`src/rtl/mem_bus_arbiter_pkg.sv`:
```
// Shared constants and types for the two-requester block RAM arbiter.
// State codes are plain localparams so older tools can consume the package unchanged.
package pw_mem_arb_pkg;

    localparam int unsigned MEM_WORDS_DEFAULT = 8192;
    localparam int unsigned MEM_ADR_W_DEFAULT = 13;

    typedef logic [1:0] arb_state_t;

    localparam arb_state_t StIdle   = 2'd0;
    localparam arb_state_t StAccess = 2'd1;
    localparam arb_state_t StResp   = 2'd2;

    typedef enum logic {
        ReqIdA = 1'b0,
        ReqIdB = 1'b1
    } req_id_t;

endpackage

```
`src/rtl/mem_bus_arbiter_if.sv`:
```
// Requester handshakes plus block RAM port of the arbiter.
// slave = arbiter side, master = requesters and RAM side.
interface mem_bus_arbiter_if #(
    parameter int unsigned MEM_ADR_W = 13
);

    logic                 ReqA;
    logic                 WrtA;
    logic [15:0]          AdrA;
    logic [7:0]           DataInA;
    logic [7:0]           DataOutA;
    logic                 AckA;

    logic                 ReqB;
    logic                 WrtB;
    logic [15:0]          AdrB;
    logic [7:0]           DataInB;
    logic [7:0]           DataOutB;
    logic                 AckB;

    logic                 MemEn;
    logic                 MemWe;
    logic [MEM_ADR_W-1:0] MemAdr;
    logic [7:0]           MemDin;
    logic [7:0]           MemDout;

    modport slave (
        input  ReqA, WrtA, AdrA, DataInA,
        input  ReqB, WrtB, AdrB, DataInB,
        input  MemDout,
        output DataOutA, AckA, DataOutB, AckB,
        output MemEn, MemWe, MemAdr, MemDin
    );

    modport master (
        output ReqA, WrtA, AdrA, DataInA,
        output ReqB, WrtB, AdrB, DataInB,
        output MemDout,
        input  DataOutA, AckA, DataOutB, AckB,
        input  MemEn, MemWe, MemAdr, MemDin
    );

endinterface

```
`src/rtl/mem_bus_arbiter_rr.sv`:
```
// Two-way round-robin tie-break: a sole requester wins, on a tie the side not
// granted last wins. The last-grant flop only moves when the grant is taken.
module rr_arbiter2
    import pw_mem_arb_pkg::*;
(
    input  logic    Clk,
    input  logic    Reset,
    input  logic    ReqA,
    input  logic    ReqB,
    input  logic    Take,
    output req_id_t Grant
);

    req_id_t last_q, last_d;

    always_comb begin
        if (ReqA && !ReqB) begin
            Grant = ReqIdA;
        end else if (ReqB && !ReqA) begin
            Grant = ReqIdB;
        end else begin
            Grant = (last_q == ReqIdB) ? ReqIdA : ReqIdB;
        end
    end

    always_comb begin
        last_d = last_q;
        if (Take) begin
            last_d = Grant;
        end
    end

    // Pointing at B after reset lets A win the first tie.
    always_ff @(posedge Clk) begin
        if (Reset) begin
            last_q <= ReqIdB;
        end else begin
            last_q <= last_d;
        end
    end

endmodule

```
`src/rtl/mem_bus_arbiter.sv`:
```
// Shares one single-port block RAM between requesters A and B.
// Each transaction runs IDLE -> ACCESS -> RESP, acking two cycles after the grant.
module mem_bus_arbiter
    import pw_mem_arb_pkg::*;
#(
    parameter int unsigned MEM_WORDS = MEM_WORDS_DEFAULT,
    parameter int unsigned MEM_ADR_W = MEM_ADR_W_DEFAULT
) (
    input logic              Clk,
    input logic              Reset,
    mem_bus_arbiter_if.slave bus_io
);

    arb_state_t  state_q, state_d;
    req_id_t     grant_q, grant_d;
    req_id_t     arb_grant;
    logic        take;
    logic        wrt_q, wrt_d;
    logic [15:0] adr_q, adr_d;
    logic [7:0]  din_q, din_d;
    logic [7:0]  dout_a_q, dout_a_d;
    logic [7:0]  dout_b_q, dout_b_d;
    logic        in_range;
    logic        in_resp;
    logic        rd_resp_a;
    logic        rd_resp_b;
    logic [7:0]  rd_data;

    rr_arbiter2 u_rr_arbiter2 (
        .Clk   (Clk),
        .Reset (Reset),
        .ReqA  (bus_io.ReqA),
        .ReqB  (bus_io.ReqB),
        .Take  (take),
        .Grant (arb_grant)
    );

    // Out-of-range accesses never touch the RAM and read back as zero.
    assign in_range = ({16'd0, adr_q} < MEM_WORDS);
    assign rd_data  = in_range ? bus_io.MemDout : 8'h00;

    always_comb begin
        state_d  = state_q;
        grant_d  = grant_q;
        wrt_d    = wrt_q;
        adr_d    = adr_q;
        din_d    = din_q;
        dout_a_d = dout_a_q;
        dout_b_d = dout_b_q;
        take     = 1'b0;
        case (state_q)
            StIdle: begin
                if (bus_io.ReqA || bus_io.ReqB) begin
                    take    = 1'b1;
                    state_d = StAccess;
                    grant_d = arb_grant;
                    if (arb_grant == ReqIdA) begin
                        wrt_d = bus_io.WrtA;
                        adr_d = bus_io.AdrA;
                        din_d = bus_io.DataInA;
                    end else begin
                        wrt_d = bus_io.WrtB;
                        adr_d = bus_io.AdrB;
                        din_d = bus_io.DataInB;
                    end
                end
            end
            StAccess: begin
                state_d = StResp;
            end
            StResp: begin
                state_d = StIdle;
                if (rd_resp_a) begin
                    dout_a_d = rd_data;
                end
                if (rd_resp_b) begin
                    dout_b_d = rd_data;
                end
            end
            default: begin
                state_d = StIdle;
            end
        endcase
    end

    always_ff @(posedge Clk) begin
        if (Reset) begin
            state_q  <= StIdle;
            grant_q  <= ReqIdA;
            wrt_q    <= 1'b0;
            adr_q    <= 16'h0000;
            din_q    <= 8'h00;
            dout_a_q <= 8'h00;
            dout_b_q <= 8'h00;
        end else begin
            state_q  <= state_d;
            grant_q  <= grant_d;
            wrt_q    <= wrt_d;
            adr_q    <= adr_d;
            din_q    <= din_d;
            dout_a_q <= dout_a_d;
            dout_b_q <= dout_b_d;
        end
    end

    assign in_resp   = (state_q == StResp);
    assign rd_resp_a = in_resp && !wrt_q && (grant_q == ReqIdA);
    assign rd_resp_b = in_resp && !wrt_q && (grant_q == ReqIdB);

    assign bus_io.AckA = in_resp && (grant_q == ReqIdA);
    assign bus_io.AckB = in_resp && (grant_q == ReqIdB);

    // RAM read data arrives in RESP, so the read Ack cycle bypasses the holding flop.
    assign bus_io.DataOutA = rd_resp_a ? rd_data : dout_a_q;
    assign bus_io.DataOutB = rd_resp_b ? rd_data : dout_b_q;

    assign bus_io.MemEn  = (state_q == StAccess) && in_range;
    assign bus_io.MemWe  = (state_q == StAccess) && in_range && wrt_q;
    assign bus_io.MemAdr = adr_q[MEM_ADR_W-1:0];
    assign bus_io.MemDin = din_q;

endmodule

```
`src/flat_wrapper.sv`:
```
// flat-port wrapper written by rule: the top's interface ports become plain ports
module mem_bus_arbiter_flat import pw_mem_arb_pkg::*;
#(
    parameter int unsigned MEM_WORDS = MEM_WORDS_DEFAULT,
    parameter int unsigned MEM_ADR_W = MEM_ADR_W_DEFAULT
)
  (Clk, Reset, bus_io_ReqA, bus_io_WrtA, bus_io_AdrA, bus_io_DataInA, bus_io_ReqB, bus_io_WrtB, bus_io_AdrB, bus_io_DataInB, bus_io_MemDout, bus_io_DataOutA, bus_io_AckA, bus_io_DataOutB, bus_io_AckB, bus_io_MemEn, bus_io_MemWe, bus_io_MemAdr, bus_io_MemDin);
  mem_bus_arbiter_if #(.MEM_ADR_W(MEM_ADR_W)) bus_io_i ();
  input logic Clk;
  input logic Reset;
  input wire logic [$bits(bus_io_i.ReqA)-1:0] bus_io_ReqA;
  input wire logic [$bits(bus_io_i.WrtA)-1:0] bus_io_WrtA;
  input wire logic [$bits(bus_io_i.AdrA)-1:0] bus_io_AdrA;
  input wire logic [$bits(bus_io_i.DataInA)-1:0] bus_io_DataInA;
  input wire logic [$bits(bus_io_i.ReqB)-1:0] bus_io_ReqB;
  input wire logic [$bits(bus_io_i.WrtB)-1:0] bus_io_WrtB;
  input wire logic [$bits(bus_io_i.AdrB)-1:0] bus_io_AdrB;
  input wire logic [$bits(bus_io_i.DataInB)-1:0] bus_io_DataInB;
  input wire logic [$bits(bus_io_i.MemDout)-1:0] bus_io_MemDout;
  output wire logic [$bits(bus_io_i.DataOutA)-1:0] bus_io_DataOutA;
  output wire logic [$bits(bus_io_i.AckA)-1:0] bus_io_AckA;
  output wire logic [$bits(bus_io_i.DataOutB)-1:0] bus_io_DataOutB;
  output wire logic [$bits(bus_io_i.AckB)-1:0] bus_io_AckB;
  output wire logic [$bits(bus_io_i.MemEn)-1:0] bus_io_MemEn;
  output wire logic [$bits(bus_io_i.MemWe)-1:0] bus_io_MemWe;
  output wire logic [$bits(bus_io_i.MemAdr)-1:0] bus_io_MemAdr;
  output wire logic [$bits(bus_io_i.MemDin)-1:0] bus_io_MemDin;
  assign bus_io_i.ReqA = bus_io_ReqA;
  assign bus_io_i.WrtA = bus_io_WrtA;
  assign bus_io_i.AdrA = bus_io_AdrA;
  assign bus_io_i.DataInA = bus_io_DataInA;
  assign bus_io_i.ReqB = bus_io_ReqB;
  assign bus_io_i.WrtB = bus_io_WrtB;
  assign bus_io_i.AdrB = bus_io_AdrB;
  assign bus_io_i.DataInB = bus_io_DataInB;
  assign bus_io_i.MemDout = bus_io_MemDout;
  assign bus_io_DataOutA = bus_io_i.DataOutA;
  assign bus_io_AckA = bus_io_i.AckA;
  assign bus_io_DataOutB = bus_io_i.DataOutB;
  assign bus_io_AckB = bus_io_i.AckB;
  assign bus_io_MemEn = bus_io_i.MemEn;
  assign bus_io_MemWe = bus_io_i.MemWe;
  assign bus_io_MemAdr = bus_io_i.MemAdr;
  assign bus_io_MemDin = bus_io_i.MemDin;
  mem_bus_arbiter #(.MEM_WORDS(MEM_WORDS), .MEM_ADR_W(MEM_ADR_W)) u_core (.Clk(Clk), .Reset(Reset), .bus_io(bus_io_i));
endmodule
```
`config.mk`:
```
export PLATFORM = sky130hd
export DESIGN_NAME = mem_bus_arbiter_flat
export DESIGN_NICKNAME = d
export VERILOG_FILES = /design/src/rtl/mem_bus_arbiter_pkg.sv /design/src/rtl/mem_bus_arbiter_if.sv /design/src/rtl/mem_bus_arbiter_rr.sv /design/src/rtl/mem_bus_arbiter.sv /design/src/flat_wrapper.sv
export SDC_FILE = /design/constraint.sdc
export NUM_CORES = 1
export LEC_CHECK = 0
export BUFFER_PORTS_ARGS = -buffer_cell sky130_fd_sc_hd__buf_4
export CORE_MARGIN = 1.5
export CORE_UTILIZATION = 35
export DETAILED_ROUTE_END_ITERATION = 10
export MAX_ROUTING_LAYER = met4
export SETUP_SLACK_MARGIN = 0.02
export SLEW_MARGIN = 20
export SYNTH_ARGS = -nofsm -noshare
export SYNTH_HDL_FRONTEND = slang
export SYNTH_SLANG_ARGS = --single-unit
```
`constraint.sdc`:
```
create_clock -name Clk -period 3.3 [get_ports Clk]
set_input_delay 0.33 -clock Clk [delete_from_list [all_inputs] [get_ports Clk]]
set_output_delay 0.33 -clock Clk [all_outputs]
set_load 0.02 [all_outputs]
```
Word level (Yosys, flattened, before mapping)
Index checks and enable logic that the tools add are counted. Widths: inputs -> output; s select.

Register bits after elaboration: 45. Bits of input ports: 62. Output and inout port bits: 41. Word-level logic and storage cells: 41.

$lt $le $gt $ge: 1. Equal/unequal tests: 3. Mux-type cells: 13. Bitwise operators: 1. Reductions and logical operators: 15.

Operator list (number): $mux 8 (4); $lt 16x14->1 const B (1); $mux 16 (1); $logic_and 1x1->1 (9); $mux 1 (6); $pmux 2 s2 (1); $logic_not 1->1 (3); $eq 2x1->1 const B (1); $eq 2x2->1 const B (1); $logic_not 2->1 (1); $mux 2 (1); $ne 2x1->1 const B (1); $reduce_and 2->1 (1); $logic_or 1x1->1 (1); $not 1->1 (1).

Logic depth before layout (Yosys ltp)
Gate-level depths: netlist of the first run.

Depth in word-level cells: 5. Depth in mapped cells: 6. Mapped depth without buffers: 3.

Modules after synthesis
From an unflattened synthesis of the first run, not the netlist that was laid out.

Cell total of the unflattened synthesis: 244. Area, all modules: 2225.9 um2.

By module, submodules not included: mem_bus_arbiter (instances 1, cells each 237, area each 2165.8 um2, sequential area each 880.8 um2); rr_arbiter2 (instances 1, cells each 7, area each 60.1 um2, sequential area each 20.0 um2).

Worst setup path before layout of the first run
Ideal clock, no wire load.

Path kind: register to output. From: reg u_core.state_q[1]. To: out bus_io_DataOutA[1]. Arrival: 1.355 ns. Data required time: 2.970 ns. Path slack: 1.615 ns. Cell stages (with the launch flop): 6. Buffers on the path: 2. Path through: dfxtp_1 buf_2 or4b_4 buf_6 nand2b_4 nand2_1.

Cells in the longest elaborated chain, start to end: 4.

RTL lines: from (decl) (RTL line mem_bus_arbiter.sv:14) `arb_state_t state_q, state_d;`; from (signal assigned) (RTL line mem_bus_arbiter.sv:88) `state_q <= StIdle;`; from (signal assigned) (RTL line mem_bus_arbiter.sv:96) `state_q <= state_d;`; $eq 2x2->1 (RTL line mem_bus_arbiter.sv:106) `assign in_resp = (state_q == StResp);`; $logic_and 1x1->1 (2 in a row) (RTL line mem_bus_arbiter.sv:107) `assign rd_resp_a = in_resp && !wrt_q && (grant_q == ReqIdA);`; $mux 8; to (decl) (RTL line flat_wrapper.sv:20) `output wire logic [$bits(bus_io_i.DataOutA)-1:0] bus_io_DataOutA;`.

Every way passes these cells.

Worst setup path after layout of the first run
From: reg u_core.state_q[1]. To: out bus_io_DataOutB[1].

Cells in the longest elaborated chain, start to end: 4.

RTL lines: $eq 2x2->1 (RTL line mem_bus_arbiter.sv:106); $logic_and 1x1->1 (2 in a row) (RTL line mem_bus_arbiter.sv:108) `assign rd_resp_b = in_resp && !wrt_q && (grant_q == ReqIdB);`; $mux 8; to (decl) (RTL line flat_wrapper.sv:22) `output wire logic [$bits(bus_io_i.DataOutB)-1:0] bus_io_DataOutB;`.

Every way passes these cells.

==> results of run 1 <==
==> layout make-up <==
cell class / count / area, um2 / share of cell area [%]
flip-flops and latches: 45 / 900.9 / 27.77
multi-input cells: 180 / 1336 / 41.19
well taps: 96 / 120.1 / 3.702
inverters: 9 / 33.78 / 1.041
clock buffers: 8 / 80.08 / 2.468
repair buffers: 103 / 773.2 / 23.83
==> path summary, 6_finish.rpt <==
path | to | cells after the start | start
hold / removal | u_core.adr_q[10] | 3 | bus_io_AdrB[10]
setup reg to reg | u_core.bus_io.MemDin[1] | 3 | u_core.state_q[0]
hold reg to reg | u_core.dout_a_q[7] | 2 | u_core.dout_a_q[7]
setup / recovery | bus_io_DataOutB[1] | 4 | u_core.state_q[1]
==> worst max-delay path, cell delays in order, from the launching register on <==
cell       delay, ns
dfxtp_1         0.50
nand4bb_1       0.52
nand2b_1        0.36
nand2_1         0.10
buf_4           0.14
==> layer usage <==
layer / track usage [%] / share of wire (%)
met1: 26.09 / 45
met2: 30.53 / 48
met3: 3.638 / 5.9
met4: 4.688 / 0.57
met5: - / 0
==> power breakdown <==
group / switching (mW) / total, mW / internal (mW)
combinational: 0.219 / 0.380 / 0.162
clock: 0.182 / 0.332 / 0.151
sequential: 0.0403 / 0.626 / 0.586
==> cell families (layout without fill, tap and decap cells) <==
family | count (synthesis) | count (layout) | synth area share [%]
muxes | 5 | 5 | 1.968
and+or+nand+nor | 87 | 87 | 21.15
DFF | 45 | 45 | 35.42
AOI/OAI and AO/OA | 88 | 88 | 29.22
buffers and inverters | 59 | 120 | 12.25
==> cells in the final DEF, fill, tap and decap left out, types with 3 or more instances in the layout <==
cell type	n
nor4_1	25
inv_1	7
dfxtp_1	45
nand2_1	24
a2111oi_1	10
nand2b_1	9
nor4b_1	6
a21oi_1	34
a2111oi_2	14
mux2i_1	5
clkbuf_8	5
buf_4	103
nor2_1	6
clkbuf_1	3
a2111oi_0	26
==> through the flow <==
step           area (um2)  setup WS (ns)  hold slack, ns
6_report             3244          1.062          0.4013
5_1_grt              3244         0.8105          0.4138
4_1_cts              3239          1.065          0.4001
3_5_place_dp         3159          1.320          0.4558
3_3_place_gp         3159          1.367          0.4507
2_1_floorplan        2544          1.615          0.4443
==> flip-flops by register name, summed over array words and instances, names as in the netlist <==
signal	cells
u_core.dout_a_q	8
u_core.dout_b_q	8
u_core.wrt_q	1
u_core.grant_q	1
u_core.u_rr_arbiter2.last_q	1
u_core.bus_io.MemDin	8
u_core.state_q	2
u_core.adr_q	16
==> metrics.txt, run 1 <==
# TYPE chip_impl_metric gauge
chip_impl_info{name="outcome",value="completed"} 1
chip_impl_metric{name="seq_area_frac_synth",unit="%"} 35.42
chip_impl_metric{name="post-place-cells",unit=""} 433
chip_impl_metric{name="period_share",unit="%"} 67.82
chip_impl_metric{name="dr.first_iter.drc_count",unit=""} 139
chip_impl_metric{name="worst_clock_skew",unit="ns"} 0.004320
chip_impl_metric{name="final_layout_size_suffix_gt1_share",unit="%"} 38.84
chip_impl_metric{name="place_hpwl",unit="um"} 4665
chip_impl_metric{name="design.die.area",unit="um2"} 7788
chip_impl_metric{name="clk-insertion-delay-late",unit="ns"} 0.29
chip_impl_metric{name="cts_buffers",unit=""} 5
chip_impl_metric{name="avgRoutedWirePerCell",unit="um"} 16.70
chip_impl_metric{name="synth_top_cell_area_share",unit="%"} 35.42
chip_impl_metric{name="setup_tns",unit="ns"} 0
chip_impl_metric{name="critPathRequiredTime",unit="ns"} 2.97
chip_impl_metric{name="die_height",unit="um"} 88.25
chip_impl_info{name="setup_crit_start_kind",value="flip-flop"} 1
chip_impl_metric{name="holdBufCountCts",unit=""} 0
chip_impl_info{name="worst_hold_path_type",value="in2reg"} 1
chip_impl_info{name="end_kind",value="primary output"} 1
chip_impl_metric{name="drv_slew",unit=""} 0
chip_impl_metric{name="synth_enable_flop_cells",unit=""} 0
chip_impl_metric{name="yosys_warnings",unit=""} 0
chip_impl_metric{name="cp.arrival",unit="ns"} 1.91
chip_impl_info{name="most_used_standard_cells_in_the_synthesized_netlist",value="dfxtp_1 (45), a21oi_1 (34), a2111oi_0 (26)"} 1
chip_impl_info{name="root_buffer",value="clkbuf_8"} 1
chip_impl_metric{name="place.gp.congestion",unit=""} 0.7794
chip_impl_metric{name="synthCells",unit=""} 284
chip_impl_metric{name="drv_cap",unit=""} 0
chip_impl_metric{name="clockBufferDepth",unit=""} 2
chip_impl_metric{name="cts-resized-gates",unit=""} 0
chip_impl_metric{name="setup_violations_final",unit=""} 0
chip_impl_metric{name="maxClockFrequency",unit="MHz"} 446.8
chip_impl_metric{name="vias_per_cell",unit=""} 5.578
chip_impl_metric{name="power_per_cell_area",unit="nW/um2"} 412.7
chip_impl_metric{name="drt_first_pass_iters",unit=""} 4
chip_impl_metric{name="worst-path-max-fanout",unit=""} 15
chip_impl_metric{name="fp-row-count",unit=""} 30
chip_impl_metric{name="post-cts-setup-buffer-count",unit=""} 0
chip_impl_info{name="unrepaired_setup_endpoints_after_global_routing",value="false"} 1
chip_impl_metric{name="synth-async-reset-ratio",unit="%"} 0
chip_impl_info{name="synth.most_common_cell",value="dfxtp_1"} 1
chip_impl_metric{name="io-pin-count",unit=""} 103
chip_impl_metric{name="drc",unit=""} 0
chip_impl_metric{name="die_width",unit="um"} 88.25
chip_impl_metric{name="numClockSinks",unit=""} 45
chip_impl_metric{name="relSlewSlack",unit="%"} 29.68
chip_impl_metric{name="htree_levels",unit=""} 2
chip_impl_metric{name="final_cells",unit=""} 441
chip_impl_metric{name="global_route_wire_length_before_repair",unit="um"} 11540
chip_impl_metric{name="regToRegSetupSlack",unit="ns"} 1.31
chip_impl_metric{name="grt_pass1_vias",unit=""} 2329
chip_impl_metric{name="timing.final.crit_period",unit="ns"} 2.238
chip_impl_metric{name="gr-total-overflow",unit=""} 0
chip_impl_metric{name="mappedNetlistArea",unit="um2"} 2544
chip_impl_metric{name="start_util",unit="%"} 36.83
chip_impl_metric{name="fillers",unit=""} 746
chip_impl_info{name="synth-main-ff-cell",value="dfxtp_1"} 1
chip_impl_metric{name="grt_antenna_before_repair",unit=""} 0
chip_impl_metric{name="area_delta_synth_final",unit="%"} 27.55
chip_impl_metric{name="cts.reportedPaths.clkPinSlew",unit="ns"} 0.08
chip_impl_metric{name="worst_ir_drop_vdd",unit="mV"} 0.1903
chip_impl_metric{name="grt_use_total",unit="%"} 19.49
chip_impl_metric{name="total_power",unit="mW"} 1.339
chip_impl_metric{name="port-buffer-count",unit=""} 102
chip_impl_info{name="tritoncts",value="done"} 1
chip_impl_info{name="synth_area_leader_cell",value="dfxtp_1"} 1
chip_impl_metric{name="area_of_the_placeable_core",unit="um2"} 6907
chip_impl_info{name="critPathKind",value="reg2out"} 1
chip_impl_metric{name="post-route-util",unit="%"} 46.97
chip_impl_metric{name="antenna_cells_inserted",unit=""} 0
chip_impl_metric{name="timing_worst_slew_pin_value",unit="ns"} 1.055
chip_impl_metric{name="yosys_register_bits",unit=""} 45
chip_impl_metric{name="synth_fp_nets",unit=""} 346
chip_impl_info{name="yosys-top-cells-area",value="dfxtp_1 (35%), a2111oi_0 (9.0%), a2111oi_2 (8.3%)"} 1
chip_impl_metric{name="power_leakage",unit="nW"} 1.366
chip_impl_metric{name="route.vias.total",unit=""} 2460
chip_impl_metric{name="drt_wl_total",unit="um"} 7364
chip_impl_metric{name="grt_max_degree",unit=""} 52
chip_impl_metric{name="nNetsFinal",unit=""} 406
chip_impl_metric{name="antenna_left",unit=""} 0
chip_impl_metric{name="syn-mean-instance-area",unit="um2"} 8.957
chip_impl_metric{name="timing_hold_violations_final",unit=""} 0
chip_impl_metric{name="yosys_cell_types",unit=""} 34
No activity file was read; power rests on OpenSTA's default activity.
==> inputs of run 2 (changes only) <==
clock period = 2.3 ns   (was 3.3 ns; I/O delays follow)
==> run 2 against run 1 <==
Compared with the run above: power up 44%; combinational power up 46%; clock-buffer cell count down 2; worst setup slack worse by 0.85 ns; register-to-register slack got worse by 0.91 ns; critical path depth did not move; largest cell class unchanged; largest power group unchanged.
==> metrics.txt, run 2 (synthesis results as in run 1) <==
# TYPE chip_impl_metric gauge
chip_impl_metric{name="total_power",unit="mW"} 1.927
chip_impl_metric{name="drc",unit=""} 0
chip_impl_metric{name="worst_clock_skew",unit="ns"} 0.004312
chip_impl_metric{name="grt_max_degree",unit=""} 52
chip_impl_info{name="layout.cells.most_common",value="buf_4"} 1
chip_impl_info{name="outcome",value="completed"} 1
chip_impl_metric{name="port-buffer-count",unit=""} 102
chip_impl_metric{name="route.vias.total",unit=""} 2467
chip_impl_metric{name="antenna_left",unit=""} 0
chip_impl_metric{name="grt_antenna_before_repair",unit=""} 0
chip_impl_metric{name="die_width",unit="um"} 88.25
chip_impl_metric{name="power_per_cell_area",unit="nW/um2"} 590.2
chip_impl_metric{name="timing_worst_slew_pin_value",unit="ns"} 1.031
chip_impl_metric{name="drv_slew",unit=""} 0
chip_impl_metric{name="setup_violations_final",unit=""} 0
chip_impl_metric{name="avgRoutedWirePerCell",unit="um"} 16.63
chip_impl_info{name="unrepaired_setup_endpoints_after_global_routing",value="false"} 1
chip_impl_metric{name="clockBufferDepth",unit=""} 2
chip_impl_info{name="mostFrequentLayoutCells",value="buf_4 (106), dfxtp_1 (45), a21oi_1 (34)"} 1
chip_impl_metric{name="dr.first_iter.drc_count",unit=""} 112
chip_impl_info{name="end_kind",value="primary output"} 1
chip_impl_metric{name="fillers",unit=""} 722
chip_impl_metric{name="area_delta_synth_final",unit="%"} 28.33
chip_impl_metric{name="timing.final.crit_period",unit="ns"} 2.084
chip_impl_metric{name="post-cts-setup-buffer-count",unit=""} 0
chip_impl_metric{name="cts_buffers",unit=""} 5
chip_impl_info{name="root_buffer",value="clkbuf_8"} 1
chip_impl_metric{name="critPathRequiredTime",unit="ns"} 2.07
chip_impl_metric{name="cts-resized-gates",unit=""} 0
chip_impl_metric{name="design.die.area",unit="um2"} 7788
chip_impl_info{name="worst_hold_path_type",value="in2reg"} 1
chip_impl_metric{name="drv_cap",unit=""} 0
chip_impl_metric{name="finalHoldWorstSlack",unit="ns"} 0.3081
chip_impl_metric{name="drt_wl_total",unit="um"} 7382
chip_impl_metric{name="start_util",unit="%"} 36.83
chip_impl_metric{name="nNetsFinal",unit=""} 409
chip_impl_info{name="largest-register",value="u_core.adr_q"} 1
chip_impl_metric{name="vias_per_cell",unit=""} 5.556
chip_impl_info{name="setup_crit_start_kind",value="flip-flop"} 1
chip_impl_metric{name="gr-total-overflow",unit=""} 0
chip_impl_metric{name="timing_hold_violations_final",unit=""} 0
chip_impl_metric{name="clk-insertion-delay-late",unit="ns"} 0.29
chip_impl_metric{name="fp-row-count",unit=""} 30
chip_impl_metric{name="holdBufCountCts",unit=""} 0
chip_impl_metric{name="relSlewSlack",unit="%"} 31.28
chip_impl_metric{name="area_of_the_placeable_core",unit="um2"} 6907
chip_impl_metric{name="worst-path-max-fanout",unit=""} 15
chip_impl_metric{name="largest_register_ffs",unit=""} 16
chip_impl_metric{name="die_height",unit="um"} 88.25
chip_impl_metric{name="power_leakage",unit="nW"} 1.383
chip_impl_metric{name="worst_ir_drop_vdd",unit="mV"} 0.4476
chip_impl_metric{name="grt_use_total",unit="%"} 19.19
chip_impl_info{name="critPathKind",value="reg2out"} 1
chip_impl_metric{name="grt_pass1_vias",unit=""} 2281
chip_impl_metric{name="cts.reportedPaths.clkPinSlew",unit="ns"} 0.09
chip_impl_metric{name="htree_levels",unit=""} 2
chip_impl_metric{name="place_hpwl",unit="um"} 4804
chip_impl_metric{name="place.gp.congestion",unit=""} 0.7276
chip_impl_metric{name="cp.arrival",unit="ns"} 1.85
chip_impl_metric{name="period_share",unit="%"} 90.61
chip_impl_metric{name="setup_tns",unit="ns"} 0
chip_impl_metric{name="global_route_wire_length_before_repair",unit="um"} 11410
chip_impl_metric{name="antenna_cells_inserted",unit=""} 0
chip_impl_metric{name="io-pin-count",unit=""} 103
chip_impl_info{name="tritoncts",value="done"} 1
chip_impl_metric{name="maxClockFrequency",unit="MHz"} 479.9
chip_impl_metric{name="drt_first_pass_iters",unit=""} 4
chip_impl_metric{name="numClockSinks",unit=""} 45
chip_impl_metric{name="final_layout_size_suffix_gt1_share",unit="%"} 39.94
## run 2: changes by cell type in the layout (fill, tap and decap cells not counted), sizes merged
cell,change
clkbuf,-2
buf,+3
clkinv,+2
## run 2: power breakdown
part,switching (mW),internal (mW)
combinational,0.317,0.236
clock,0.268,0.211
sequential,0.0541,0.841
total,0.639,1.29
## run 2: cell type report
class	instances	area (um2)	area share (%)
Clock buffer	6	72.57	2.223
Tap cell	96	120.1	3.680
Timing Repair Buffer	106	795.8	24.38
Sequential cell	45	900.9	27.60
Clock inverter	2	10.01	0.3066
Inverter	9	33.78	1.035
Multi-Input combinational cell	180	1331	40.78
## run 2: layer usage
metal | track usage [%] | vias to the layer above | routed length [um]
met5 | - | - | 0
met4 | 3.693 | 0 | 19
met3 | 4.944 | 2 | 450
met2 | 30.12 | 86 | 3498
met1 | 25.16 | 1165 | 3414
li1 | - | 1214 | -
## run 2: final timing paths
check	from	to	slack, ns	cells past startpoint
setup / recovery	u_core.state_q[1]	bus_io_DataOutB[5]	0.22	4
hold / removal	bus_io_AdrB[2]	u_core.adr_q[2]	0.31	3
setup reg to reg	u_core.state_q[0]	u_core.adr_q[9]	0.40	3
hold reg to reg	u_core.dout_b_q[7]	u_core.dout_b_q[7]	0.47	2
## run 2: worst max-delay path: stages (launching register included)
cell and delay, ns:
dfxtp_1 0.46, nand4bb_1 0.50, nand2b_1 0.35, nand2_1 0.10
buf_4 0.15
## run 2: stage by stage
stage	setup WS (ns)	instances	util, %	instance area (um2)
after floorplan	0.7145	284	-	2544
after global routing	0.03984	444	47.26	3264
after CTS	0.1418	444	47.26	3264
final	0.2161	444	47.26	3264
after detailed placement	0.4535	436	46.07	3182
after global placement	0.5072	436	46.07	3182
==> inputs of run 3 (changes only) <==
CTS_BUF_LIST = sky130_fd_sc_hd__clkbuf_2 sky130_fd_sc_hd__clkbuf_4 sky130_fd_sc_hd__clkbuf_8   (was not set)
==> run 3 against run 2 <==
Compared with the run above: die area stayed put; global-route usage hardly changed; sequential share of layout area hardly changed; core utilization is 0.054 points higher; worst setup slack worse by 0.012 ns; combinational power hardly changed; first-iteration DRC count is 1.8% higher; clock-buffer cell count stayed put; clock skew hardly changed; critical path type unchanged.
==> metrics.txt, run 3 (synthesis results as in run 1) <==
# TYPE chip_impl_metric gauge
chip_impl_info{name="worst_reg2reg_startpoint",value="u_core.state_q[0]"} 1
chip_impl_metric{name="grt_max_degree",unit=""} 52
chip_impl_metric{name="start_util",unit="%"} 36.83
chip_impl_metric{name="worst-path-max-fanout",unit=""} 15
chip_impl_info{name="worst_hold_path_type",value="in2reg"} 1
chip_impl_metric{name="avgRoutedWirePerCell",unit="um"} 16.70
chip_impl_info{name="worst_path_max_delay_cell",value="nand4bb_1"} 1
chip_impl_metric{name="htree_levels",unit=""} 2
chip_impl_metric{name="largest_register_ffs",unit=""} 16
chip_impl_metric{name="numClockSinks",unit=""} 45
chip_impl_metric{name="drv_slew",unit=""} 0
chip_impl_metric{name="route.vias.total",unit=""} 2477
chip_impl_metric{name="crit_path_max_incr_delay",unit="ns"} 0.51
chip_impl_metric{name="area_delta_synth_final",unit="%"} 28.48
chip_impl_info{name="unrepaired_setup_endpoints_after_global_routing",value="false"} 1
chip_impl_metric{name="place_hpwl",unit="um"} 4804
chip_impl_metric{name="grt_pass1_vias",unit=""} 2284
chip_impl_info{name="largest-register",value="u_core.adr_q"} 1
chip_impl_info{name="whs_endpoint",value="u_core.adr_q[11]"} 1
chip_impl_metric{name="regToRegSetupSlack",unit="ns"} 0.40
chip_impl_metric{name="cts.reportedPaths.clkPinSlew",unit="ns"} 0.09
chip_impl_metric{name="die_height",unit="um"} 88.25
chip_impl_metric{name="worst_clock_skew",unit="ns"} 0.004296
chip_impl_metric{name="maxClockFrequency",unit="MHz"} 477.0
chip_impl_info{name="critPathKind",value="reg2out"} 1
chip_impl_metric{name="drc",unit=""} 0
chip_impl_metric{name="holdBufCountCts",unit=""} 0
chip_impl_metric{name="drt_first_pass_iters",unit=""} 4
chip_impl_metric{name="post-route-util",unit="%"} 47.32
chip_impl_metric{name="reg2regPathDepth",unit=""} 3
chip_impl_metric{name="area_of_the_placeable_core",unit="um2"} 6907
chip_impl_metric{name="vias_per_cell",unit=""} 5.579
chip_impl_metric{name="power_per_cell_area",unit="nW/um2"} 593.9
chip_impl_info{name="root_buffer",value="clkbuf_8"} 1
chip_impl_metric{name="hold_depth",unit=""} 3
chip_impl_info{name="r2r-end",value="u_core.adr_q[9]"} 1
chip_impl_metric{name="drt_wl_total",unit="um"} 7415
chip_impl_info{name="tritoncts",value="done"} 1
chip_impl_info{name="mostFrequentLayoutCells",value="buf_4 (106), dfxtp_1 (45), a21oi_1 (34)"} 1
chip_impl_metric{name="relSlewSlack",unit="%"} 31.88
chip_impl_metric{name="post-cts-setup-buffer-count",unit=""} 0
chip_impl_metric{name="design.die.area",unit="um2"} 7788
chip_impl_metric{name="worst_ir_drop_vdd",unit="mV"} 0.4464
chip_impl_metric{name="gr-total-overflow",unit=""} 0
chip_impl_metric{name="cp.arrival",unit="ns"} 1.87
chip_impl_info{name="crit_chain",value="nand4bb_1 > nand2b_1 > nand2_1 > buf_4"} 1
chip_impl_metric{name="grt_use_total",unit="%"} 19.15
chip_impl_metric{name="clk-insertion-delay-late",unit="ns"} 0.30
chip_impl_metric{name="multi_input_comb_area",unit="um2"} 1331
chip_impl_metric{name="cts-resized-gates",unit=""} 0
chip_impl_metric{name="setup_tns",unit="ns"} 0
chip_impl_metric{name="timing_worst_slew_pin_value",unit="ns"} 1.022
chip_impl_metric{name="die_width",unit="um"} 88.25
chip_impl_metric{name="global_route_wire_length_before_repair",unit="um"} 11410
chip_impl_metric{name="critPathRequiredTime",unit="ns"} 2.07
chip_impl_metric{name="drv_cap",unit=""} 0
chip_impl_info{name="end_kind",value="primary output"} 1
chip_impl_metric{name="fp-row-count",unit=""} 30
chip_impl_info{name="min-delay-start",value="bus_io_AdrB[11]"} 1
chip_impl_metric{name="timing_hold_violations_final",unit=""} 0
chip_impl_metric{name="clockBufferDepth",unit=""} 2
chip_impl_metric{name="final_layout_size_suffix_gt1_share",unit="%"} 40.23
chip_impl_metric{name="fillers",unit=""} 719
chip_impl_metric{name="io-pin-count",unit=""} 103
chip_impl_metric{name="period_share",unit="%"} 91.14
chip_impl_metric{name="area.sequential",unit="um2"} 900.9
chip_impl_metric{name="dr.first_iter.drc_count",unit=""} 114
chip_impl_metric{name="setup_violations_final",unit=""} 0
chip_impl_metric{name="timing.final.crit_period",unit="ns"} 2.096
chip_impl_metric{name="grt_antenna_before_repair",unit=""} 0
chip_impl_metric{name="port-buffer-count",unit=""} 102
chip_impl_info{name="layout.cells.most_common",value="buf_4"} 1
chip_impl_metric{name="antenna_left",unit=""} 0
chip_impl_metric{name="place.gp.congestion",unit=""} 0.7276
chip_impl_info{name="outcome",value="completed"} 1
chip_impl_metric{name="antenna_cells_inserted",unit=""} 0
chip_impl_info{name="setup_crit_start_kind",value="flip-flop"} 1
chip_impl_metric{name="power_leakage",unit="nW"} 1.386
chip_impl_metric{name="nNetsFinal",unit=""} 409
chip_impl_metric{name="cts_buffers",unit=""} 5
[run 3: cell count changes in the layout (fill, tap and decap cells not counted)]
cell | previous run | this run
clkbuf_1 | 1 | 0
clkbuf_4 | 0 | 1
[run 3: area by class of cell]
| type | count | share of cell area [%] |
|---|---|---|
| multi-input cells | 180 | 40.74 |
| clock inverters | 2 | 0.3063 |
| repair buffers | 106 | 24.35 |
| well taps | 96 | 3.675 |
| clock buffers | 6 | 2.335 |
| flip-flops and latches | 45 | 27.57 |
| inverters | 9 | 1.034 |
[run 3: worst max-delay path, delay by kind of cell, from the launching register on]
kind / cells / cell delay, ns
AND/OR/NAND/NOR: 3 / 0.96
flip-flops: 1 / 0.46
buffers and inverters: 1 / 0.15
[run 3: worst max path at each step]
stage                                 start                       to  slack [ns]  cells after the start
after floorplan           u_core.state_q[1]       bus_io_DataOutA[1]        0.71                      5
after global placement    u_core.state_q[1]          u_core.adr_q[7]        0.51                      3
after detailed placement  u_core.state_q[1]  u_core.bus_io.MemDin[6]        0.45                      3
after CTS                 u_core.state_q[1]       bus_io_DataOutB[4]        0.14                      4
after global routing      u_core.state_q[1]       bus_io_DataOutB[4]        0.05                      4
final                     u_core.state_q[1]       bus_io_DataOutB[5]        0.20                      4
[run 3: where the power goes]
group / switching, mW / internal [mW] / leakage [nW]
clock network: 0.270 / 0.223 / 0.0484
registers: 0.0547 / 0.841 / 0.370
logic: 0.317 / 0.236 / 0.968
total: 0.641 / 1.30 / 1.39
[run 3: through the flow]
step	hold slack, ns	worst slack [ns]	instance area, um2	std cells	power (mW)
final	0.3036	0.2038	3268	444	1.941
after CTS	0.2978	0.1438	3268	444	1.959
after floorplan	0.4443	0.7145	2544	284	1.285
after global placement	0.4501	0.5072	3182	436	1.464
after global routing	0.2980	0.04515	3268	444	2.047
after detailed placement	0.4574	0.4535	3182	436	1.465
[run 3: per-layer routing]
layer	GRT usage, %	wire [um]
met2	30.19	3540
met5	-	0
met1	25.14	3327
met3	4.104	497
met4	4.545	51
